==> src/rtl/significand_mult_seq_pkg.sv <==
// ============================================================================
// Module : significand_mult_seq_pkg
// Brief  : FSM encodings and per-format fraction widths for the significand
//          multiplier.
// Rev    : 1.0  initial release
// ============================================================================
`default_nettype none

package significand_mult_seq_pkg;

    typedef enum logic [1:0] {
        ST_IDLE  = 2'd0,
        ST_MUL   = 2'd1,
        ST_ROUND = 2'd2,
        ST_DONE  = 2'd3
    } state_t;

    localparam int c_MAN_W_FP16 = 10;
    localparam int c_MAN_W_BF16 = 7;
    localparam int c_MAN_W_FP32 = 23;

endpackage

`default_nettype wire

==> src/rtl/significand_mult_seq_rne_rounder.sv <==
// ============================================================================
// Module : rne_rounder
// Brief  : Normalises a (2*MAN_W+2)-bit significand product and rounds it to
//          nearest-even; purely combinational.
// Rev    : 1.0  initial release
// ============================================================================
`default_nettype none

module rne_rounder #(
    parameter int MAN_W = 10
) (
    input  logic [2*MAN_W+1:0] product,
    output logic [MAN_W-1:0]   result,
    output logic               significand_msb,
    output logic               round_carry,
    output logic               inexact
);

    localparam int c_PW = 2*MAN_W + 2;

    logic [MAN_W-1:0] w_frac;
    logic             w_guard;
    logic             w_sticky;
    logic             w_inc;

    always_comb begin
        w_frac   = '0;
        w_guard  = 1'b0;
        w_sticky = 1'b0;
        // A product >= 2.0 keeps one more bit above the binary point.
        if (product[c_PW-1]) begin
            w_frac   = product[c_PW-2:MAN_W+1];
            w_guard  = product[MAN_W];
            w_sticky = |product[MAN_W-1:0];
        end else begin
            w_frac   = product[c_PW-3:MAN_W];
            w_guard  = product[MAN_W-1];
            w_sticky = |product[MAN_W-2:0];
        end
    end

    assign w_inc           = w_guard & (w_sticky | w_frac[0]);
    assign result          = w_frac + {{(MAN_W-1){1'b0}}, w_inc};
    assign round_carry     = w_inc & (&w_frac);
    assign inexact         = w_guard | w_sticky;
    assign significand_msb = product[c_PW-1];

endmodule

`default_nettype wire

==> src/rtl/significand_mult_seq.sv <==
// ============================================================================
// Module : significand_mult_seq
// Brief  : Sequential radix-2 shift-add significand multiplier with RNE
//          rounding and valid/ready handshakes. Define SIG_MULT_EARLY_EXIT_EN
//          to leave the multiply loop once the remaining multiplier is zero.
// Rev    : 1.0  initial release
// ============================================================================
`default_nettype none

module significand_mult_seq
    import significand_mult_seq_pkg::*;
#(
    parameter int MAN_W = 10,
    parameter int CNT_W = $clog2(MAN_W+2)
) (
    input  logic             clk,
    input  logic             reset_b,
    input  logic             in_valid,
    output logic             in_ready,
    input  logic [MAN_W-1:0] man_a,
    input  logic [MAN_W-1:0] man_b,
    input  logic             hidden_a,
    input  logic             hidden_b,
    output logic             out_valid,
    input  logic             out_ready,
    output logic [MAN_W-1:0] result,
    output logic             significand_msb,
    output logic             round_carry,
    output logic             inexact
);

    localparam int c_PW = 2*MAN_W + 2;

    state_t           r_state;
    state_t           w_state_nxt;
    logic [c_PW-1:0]  r_a;
    logic [c_PW-1:0]  r_acc;
    logic [MAN_W:0]   r_b;
    logic [CNT_W-1:0] r_cnt;
    logic             r_out_valid;
    logic [MAN_W-1:0] r_result;
    logic             r_msb;
    logic             r_round_carry;
    logic             r_inexact;

    logic [MAN_W:0]   w_b_shift;
    logic             w_accept;
    logic             w_mul_last;
    logic             w_handshake;
    logic [MAN_W-1:0] w_rnd_result;
    logic             w_rnd_msb;
    logic             w_rnd_carry;
    logic             w_rnd_inexact;

    assign w_b_shift   = r_b >> 1;
    assign w_accept    = in_valid & (r_state == ST_IDLE);
    assign w_handshake = r_out_valid & out_ready;

`ifdef SIG_MULT_EARLY_EXIT_EN
    // Once the multiplier is exhausted the remaining iterations add nothing.
    assign w_mul_last = (r_cnt == CNT_W'(MAN_W)) | (w_b_shift == '0);
`else
    assign w_mul_last = (r_cnt == CNT_W'(MAN_W));
`endif

    always_ff @(posedge clk or negedge reset_b) begin
        if (!reset_b) begin
            r_state <= ST_IDLE;
        end else begin
            r_state <= w_state_nxt;
        end
    end

    always_comb begin
        w_state_nxt = r_state;
        case (r_state)
            ST_IDLE:  if (w_accept)    w_state_nxt = ST_MUL;
            ST_MUL:   if (w_mul_last)  w_state_nxt = ST_ROUND;
            ST_ROUND:                  w_state_nxt = ST_DONE;
            ST_DONE:  if (w_handshake) w_state_nxt = ST_IDLE;
            default:                   w_state_nxt = ST_IDLE;
        endcase
    end

    always_ff @(posedge clk or negedge reset_b) begin
        if (!reset_b) begin
            r_a   <= '0;
            r_b   <= '0;
            r_acc <= '0;
            r_cnt <= '0;
        end else if (w_accept) begin
            r_a   <= {{(c_PW-MAN_W-1){1'b0}}, hidden_a, man_a};
            r_b   <= {hidden_b, man_b};
            r_acc <= '0;
            r_cnt <= '0;
        end else if (r_state == ST_MUL) begin
            if (r_b[0]) begin
                r_acc <= r_acc + r_a;
            end
            r_a   <= r_a << 1;
            r_b   <= w_b_shift;
            r_cnt <= r_cnt + 1'b1;
        end
    end

    rne_rounder #(
        .MAN_W (MAN_W)
    ) u_rne_rounder (
        .product         (r_acc),
        .result          (w_rnd_result),
        .significand_msb (w_rnd_msb),
        .round_carry     (w_rnd_carry),
        .inexact         (w_rnd_inexact)
    );

    // out_valid is registered from DONE so the result registers settle a
    // full cycle before being presented.
    always_ff @(posedge clk or negedge reset_b) begin
        if (!reset_b) begin
            r_result      <= '0;
            r_msb         <= 1'b0;
            r_round_carry <= 1'b0;
            r_inexact     <= 1'b0;
            r_out_valid   <= 1'b0;
        end else begin
            if (r_state == ST_ROUND) begin
                r_result      <= w_rnd_result;
                r_msb         <= w_rnd_msb;
                r_round_carry <= w_rnd_carry;
                r_inexact     <= w_rnd_inexact;
            end
            r_out_valid <= (r_state == ST_DONE) & ~w_handshake;
        end
    end

    assign in_ready        = (r_state == ST_IDLE);
    assign out_valid       = r_out_valid;
    assign result          = r_result;
    assign significand_msb = r_msb;
    assign round_carry     = r_round_carry;
    assign inexact         = r_inexact;

endmodule

`default_nettype wire

==> config.mk <==
export PLATFORM = sky130hd
export DESIGN_NAME = significand_mult_seq
export DESIGN_NICKNAME = d
export VERILOG_FILES = /design/src/rtl/significand_mult_seq_pkg.sv /design/src/rtl/significand_mult_seq_rne_rounder.sv /design/src/rtl/significand_mult_seq.sv
export SDC_FILE = /design/constraint.sdc
export NUM_CORES = 1
export LEC_CHECK = 0
export ABC_AREA = 1
export CAP_MARGIN = 0
export CORE_MARGIN = 8
export CORE_UTILIZATION = 35
export DETAILED_ROUTE_END_ITERATION = 16
export GPL_TIMING_DRIVEN = 0
export MAX_ROUTING_LAYER = met4
export PLACE_DENSITY = 0.58
export SYNTH_ARGS = -nofsm -noshare
export SYNTH_HDL_FRONTEND = slang
export SYNTH_SLANG_ARGS = --single-unit
==> constraint.sdc <==
create_clock -name clk -period 5.4 [get_ports clk]
set_clock_uncertainty 0.1 [all_clocks]
set_input_delay 1.08 -clock clk [delete_from_list [all_inputs] [get_ports clk]]
set_output_delay 1.08 -clock clk [all_outputs]
set_load 0.01 [all_outputs]
# ---- After elaboration in Yosys (flattened, before gate mapping)
# Index checks and enable logic that the tools add are counted.
dict set report op_classes {
  add_sub_neg 3
  eq_ne 7
  muxes 16
  bitwise 8
  reduce_logical 8
}
# cell n
set ops {}
lappend ops {{$mux 22} 5}
lappend ops {{$add 22x22->22} 1}
lappend ops {{$mux 11} 2}
lappend ops {{$add 10x1->10} 1}
lappend ops {{$mux 10} 1}
lappend ops {{$reduce_and 10->1} 1}
lappend ops {{$reduce_or 10->1} 1}
lappend ops {{$reduce_or 9->1} 1}
lappend ops {{$mux 4} 2}
lappend ops {{$pmux 2 s4} 1}
lappend ops {{$mux 2} 3}
lappend ops {{$and 1x1->1} 5}
lappend ops {{$add 4x1->4 const B} 1}
lappend ops {{$eq 2x2->1 const B} 2}
lappend ops {{$eq 4x4->1 const B} 1}
lappend ops {{$ne 2x2->1 const B} 2}
lappend ops {{$reduce_bool 2->1} 2}
lappend ops {{$reduce_and 3->1} 1}
lappend ops {{$eq 2x1->1 const B} 1}
lappend ops {{$logic_not 2->1} 1}
lappend ops {{$mux 1} 2}
lappend ops {{$ne 2x1->1 const B} 1}
lappend ops {{$or 1x1->1} 2}
lappend ops {{$reduce_and 2->1} 1}
lappend ops {{$not 1->1} 1}
dict set report totals {
  regBits 75
  inputBits 26
  word_cells 52
}

# ---- Longest topological paths before layout
dict set report depth {
  word_depth 5
  depth_mapped 12
  mapped_depth_nobuf 12
}

# ---- By module
# From an unflattened synthesis, not the netlist that was laid out.
dict set report hier_totals {
  cells_unflattened 697
  hier_area_um2 5084.9
}
# mod n_inst cells_per_inst area_per_inst_um2 seq_area_each_um2
set modules_own_cells {}
lappend modules_own_cells {significand_mult_seq 1 600 4554.4 1876.8}
lappend modules_own_cells {rne_rounder 1 97 530.5 0.0}

# ---- Least setup slack after synthesis
# Ideal clock, no wire load.
dict set report synth_path {
  path_type {input port to flip-flop}
  from {in in_valid}
  to {reg r_acc[10]}
  arrival_time_ns 1.871
  path_slack_ns 3.346
  stages 6
  path_buffers 1
  path_cell_list {nand2_2 -> nand3_1 -> inv_1 -> buf_2 -> nand2_1 -> o22ai_1}
}
dict set report synth_between {
  elab_chain_len 3
  elab_cells_between_ends 5
}
# element line
set synth_lines {}
lappend synth_lines {{start: declaration} significand_mult_seq.sv:18} ;# input logic in_valid,
lappend synth_lines {{$and 1x1->1 *} significand_mult_seq.sv:56} ;# assign w_accept = in_valid & (r_state == ST_IDLE);
lappend synth_lines {{$reduce_bool 2->1 (no line)} n/a}
lappend synth_lines {{$reduce_and 2->1 (no line)} n/a}
lappend synth_lines {{end signal: assignment} significand_mult_seq.sv:98} ;# r_acc <= r_acc + r_a;
lappend synth_lines {{end: declaration} significand_mult_seq.sv:37} ;# logic [c_PW-1:0] r_acc;
# Every way passes the cells marked *; elsewhere a longest branch is shown, timed or not.
# A chain may end at the register's enable or synchronous reset.

# ---- Worst setup path after layout
dict set report layout_path {
  from {reg r_state[0]}
  to {out in_ready}
}
dict set report layout_between {
  elab_chain_len 1
}
# element line
set layout_lines {}
lappend layout_lines {{start: declaration} significand_mult_seq.sv:34} ;# state_t r_state;
lappend layout_lines {{start signal: assignment} significand_mult_seq.sv:70} ;# r_state <= w_state_nxt;
lappend layout_lines {{$logic_not 2->1} significand_mult_seq.sv:136} ;# assign in_ready = (r_state == ST_IDLE);
lappend layout_lines {{end: declaration} significand_mult_seq.sv:19} ;# output logic in_ready,
# Every way passes these cells.

==> out/metrics.cfg <==
[global_routing]
grt_pass1_wl_um=22200
gr-total-overflow=0
grt_max_degree=59
antenna_found_initial=0
grt_pass1_vias=4575
grtUsageTotal_pct=15.6

[timing]
period_share_pct=53.0
rsz0062_at_grt=false
fmax_mhz=349
layout_min_cycle_time_ps=2860
final_hold_viol_count=0
fin_tns_setup_ps=0
worst_pin_slew_ps=580
setup_violations=0
relSlewSlack_pct=61.3
drv_slew=0

[power]
powerDensity_nw_per_um2=527
ir_worst_vdd_v=0.000248
swShare_pct=44.6
p_leak_uw=0.00297
switchingPower_uw=1390
power_frac_comb_pct=48.7
internal-power_uw=1720
pwr-share-clk_pct=20.0
pwr-share-seq_pct=31.4

[floorplan]
design.core.area_um2=13800
die_y_um=135
ios=41
placementRows=43
die_area_um2=18200
start_util_pct=35.8
fp.dieW_um=135

[placement]
place_area_um2=5600
hpwl_um=10400
io_buffers=40
place.gp.congestion=0.958

[finish]
fillers=1409
drive_gt1_share_pct=5.80
seq_area_um2=1880
num_antenna_cells=0
stdcell_area_um2=5900
nets=809
final_cell_mix=nand2_1, inv_1, dfrtp_1
final_common_cell=nand2_1
synthToLayoutAreaGrowth_pct=19.3
multi_input_area_um2=2580

[routing]
ant_nets=0
drc=0
post_drt_wl_per_cell_um=14.0
via_per_inst=4.93
drt-total-wl_um=13200
first_iter_violations=249
first_pass_iters=7
via_count=4630

[clock_network]
cts-root-buf=clkbuf_16
h-tree-depth=3
cts-buffers-inserted=9
ctsResizeCount=0
cts_buffer_depth=2
clk_pin_slew_ps=60
cts.sinks=75
cts_tree=built
clock_latency_ps=350
post_cts_buffers=0
postCtsHoldBufs=0

[synthesis]
syn_nets=757
syn_inst=702
synth.avg_cell_area_um2=7.05
synth_edf_count=0
yosysWarnings=0
async_reset_ff_share_pct=100
ys_seq_elements=75
syn-cell-area_um2=4950
ys_types=38
synth_flop_cell=dfrtp_1
yosysSeqAreaShare_pct=37.9

[critical_path]
arrival_ps=1680
r2r_cells=10
reg2reg_slack_ps=3120
crit_path_max_fanout=4
cp_slowest_cell=clkdlybuf4s50_1
r2r_end=r_acc[12]$_DFFE_PN0P_
start_kind=flip-flop
rr_startpoint=r_a[0]$_DFFE_PN0P_
crit_type=reg -> out
max_stage_delay_ps=570
cp-end-kind=output port
path_cells=inv_1 > ha_1 > clkdlybuf4s50_1
worst_ep_required_time_ps=4220

[status]
outcome=complete, no violations

[min_path]
min_to=r_cnt[3]$_DFFE_PN0P_
min_path_type=reg -> reg
min-delay-start=r_cnt[3]$_DFFE_PN0P_
holdPathStages=1

[flow_run]
cap_violations=0

==> cells in the mapped netlist (4+ instances only) <==
master / number / area, µm²
dfrtp_1: 75 / 1880
nor3_1: 5 / 25.0
ha_1: 28 / 350
nand3_1: 53 / 265
o211ai_1: 6 / 45.0
nand4_1: 7 / 43.8
inv_1: 106 / 398
o311ai_0: 6 / 52.6
a21oi_1: 29 / 145
nand3b_1: 4 / 30.0
nor2_1: 43 / 161
o21ai_0: 57 / 285
o21ai_1: 6 / 30.0
nand2_2: 9 / 56.3
clkbuf_1: 12 / 45.0
nand2_1: 217 / 815
o22ai_1: 4 / 25.0
==> worst max path at each step <==
| stage | startpoint | to | cells after the start |
|---|---|---|---|
| 6_report | r_state[0]$_DFFE_PN0P_ | in_ready | 3 |
| 5_1_grt | r_state[0]$_DFFE_PN0P_ | in_ready | 3 |
| 4_1_cts | r_state[0]$_DFFE_PN0P_ | in_ready | 3 |
| 3_5_place_dp | in_valid | r_acc[10]$_DFFE_PN0P_ | 7 |
| 3_3_place_gp | reset_b | result[8]$_DFFE_PN0P_ | 1 |
| 2_1_floorplan | in_valid | r_acc[10]$_DFFE_PN0P_ | 6 |
==> sequential cells by signal, indices dropped and copies added, names as in the netlist, 2 cells and up <==
signal,cells
r_a,22
r_acc,22
r_b,11
r_cnt,4
r_state,2
result,10
==> area by class of cell <==
| type | instances | share of cell area [%] |
|---|---|---|
| timing repair buffer | 41 | 7.21 |
| clock inverter | 6 | 1.08 |
| tap | 180 | 3.82 |
| clock buffer | 10 | 4.05 |
| multi-input combinational | 502 | 43.7 |
| sequential | 75 | 31.8 |
| inverter | 106 | 6.74 |
| buffer | 19 | 1.59 |
==> worst max-delay path: cells and delay by family (launching register included) <==
family     cells  cell delay (ps)
buf+inv        2              680
flops          1              410
fa+ha+maj      1              250
==> power groups by stage <==
stage          Clock, µW  Sequential (µW)  Combinational [µW]
6_report             621              975                1510
5_1_grt              657             1000                1720
4_1_cts              635              976                1530
3_5_place_dp           0              985                1510
3_3_place_gp           0              978                1490
2_1_floorplan          0              939                1070
==> metrics by stage <==
step | cells | worst slack [ps] | utilization (%) | hold slack, ps | total power, µW
final | 939 | 2540 | 42.7 | 373 | 3110
after global routing | 939 | 2470 | 42.7 | 391 | 3380
after CTS | 939 | 2520 | 42.7 | 370 | 3140
after detailed placement | 923 | 2390 | 40.5 | 362 | 2500
after global placement | 922 | 451 | 40.3 | 359 | 2470
after floorplan | 702 | 3350 | - | 338 | 2000
==> per-layer routing <==
layer / part of all wire, % / vias up / global-route usage, %
met1: 48 / 2152 / 19.2
met3: 3.4 / 22 / 2.97
li1: - / 2367 / -
met5: 0 / - / -
met2: 46 / 89 / 24.7
met4: 2.4 / 0 / 6.49
==> cell families after synthesis <==
group                      count (synthesis)  share of synthesized area [%]
and+or+nand+nor                          348                           29.9
adders and majority gates                 29                           7.48
DFF                                       75                           37.9
buffers and inverters                    125                           9.94
xor gates and xnor gates                   4                          0.708
AOI/OAI and AO/OA                        121                           14.0
No activity file was read; power rests on OpenSTA's default activity.
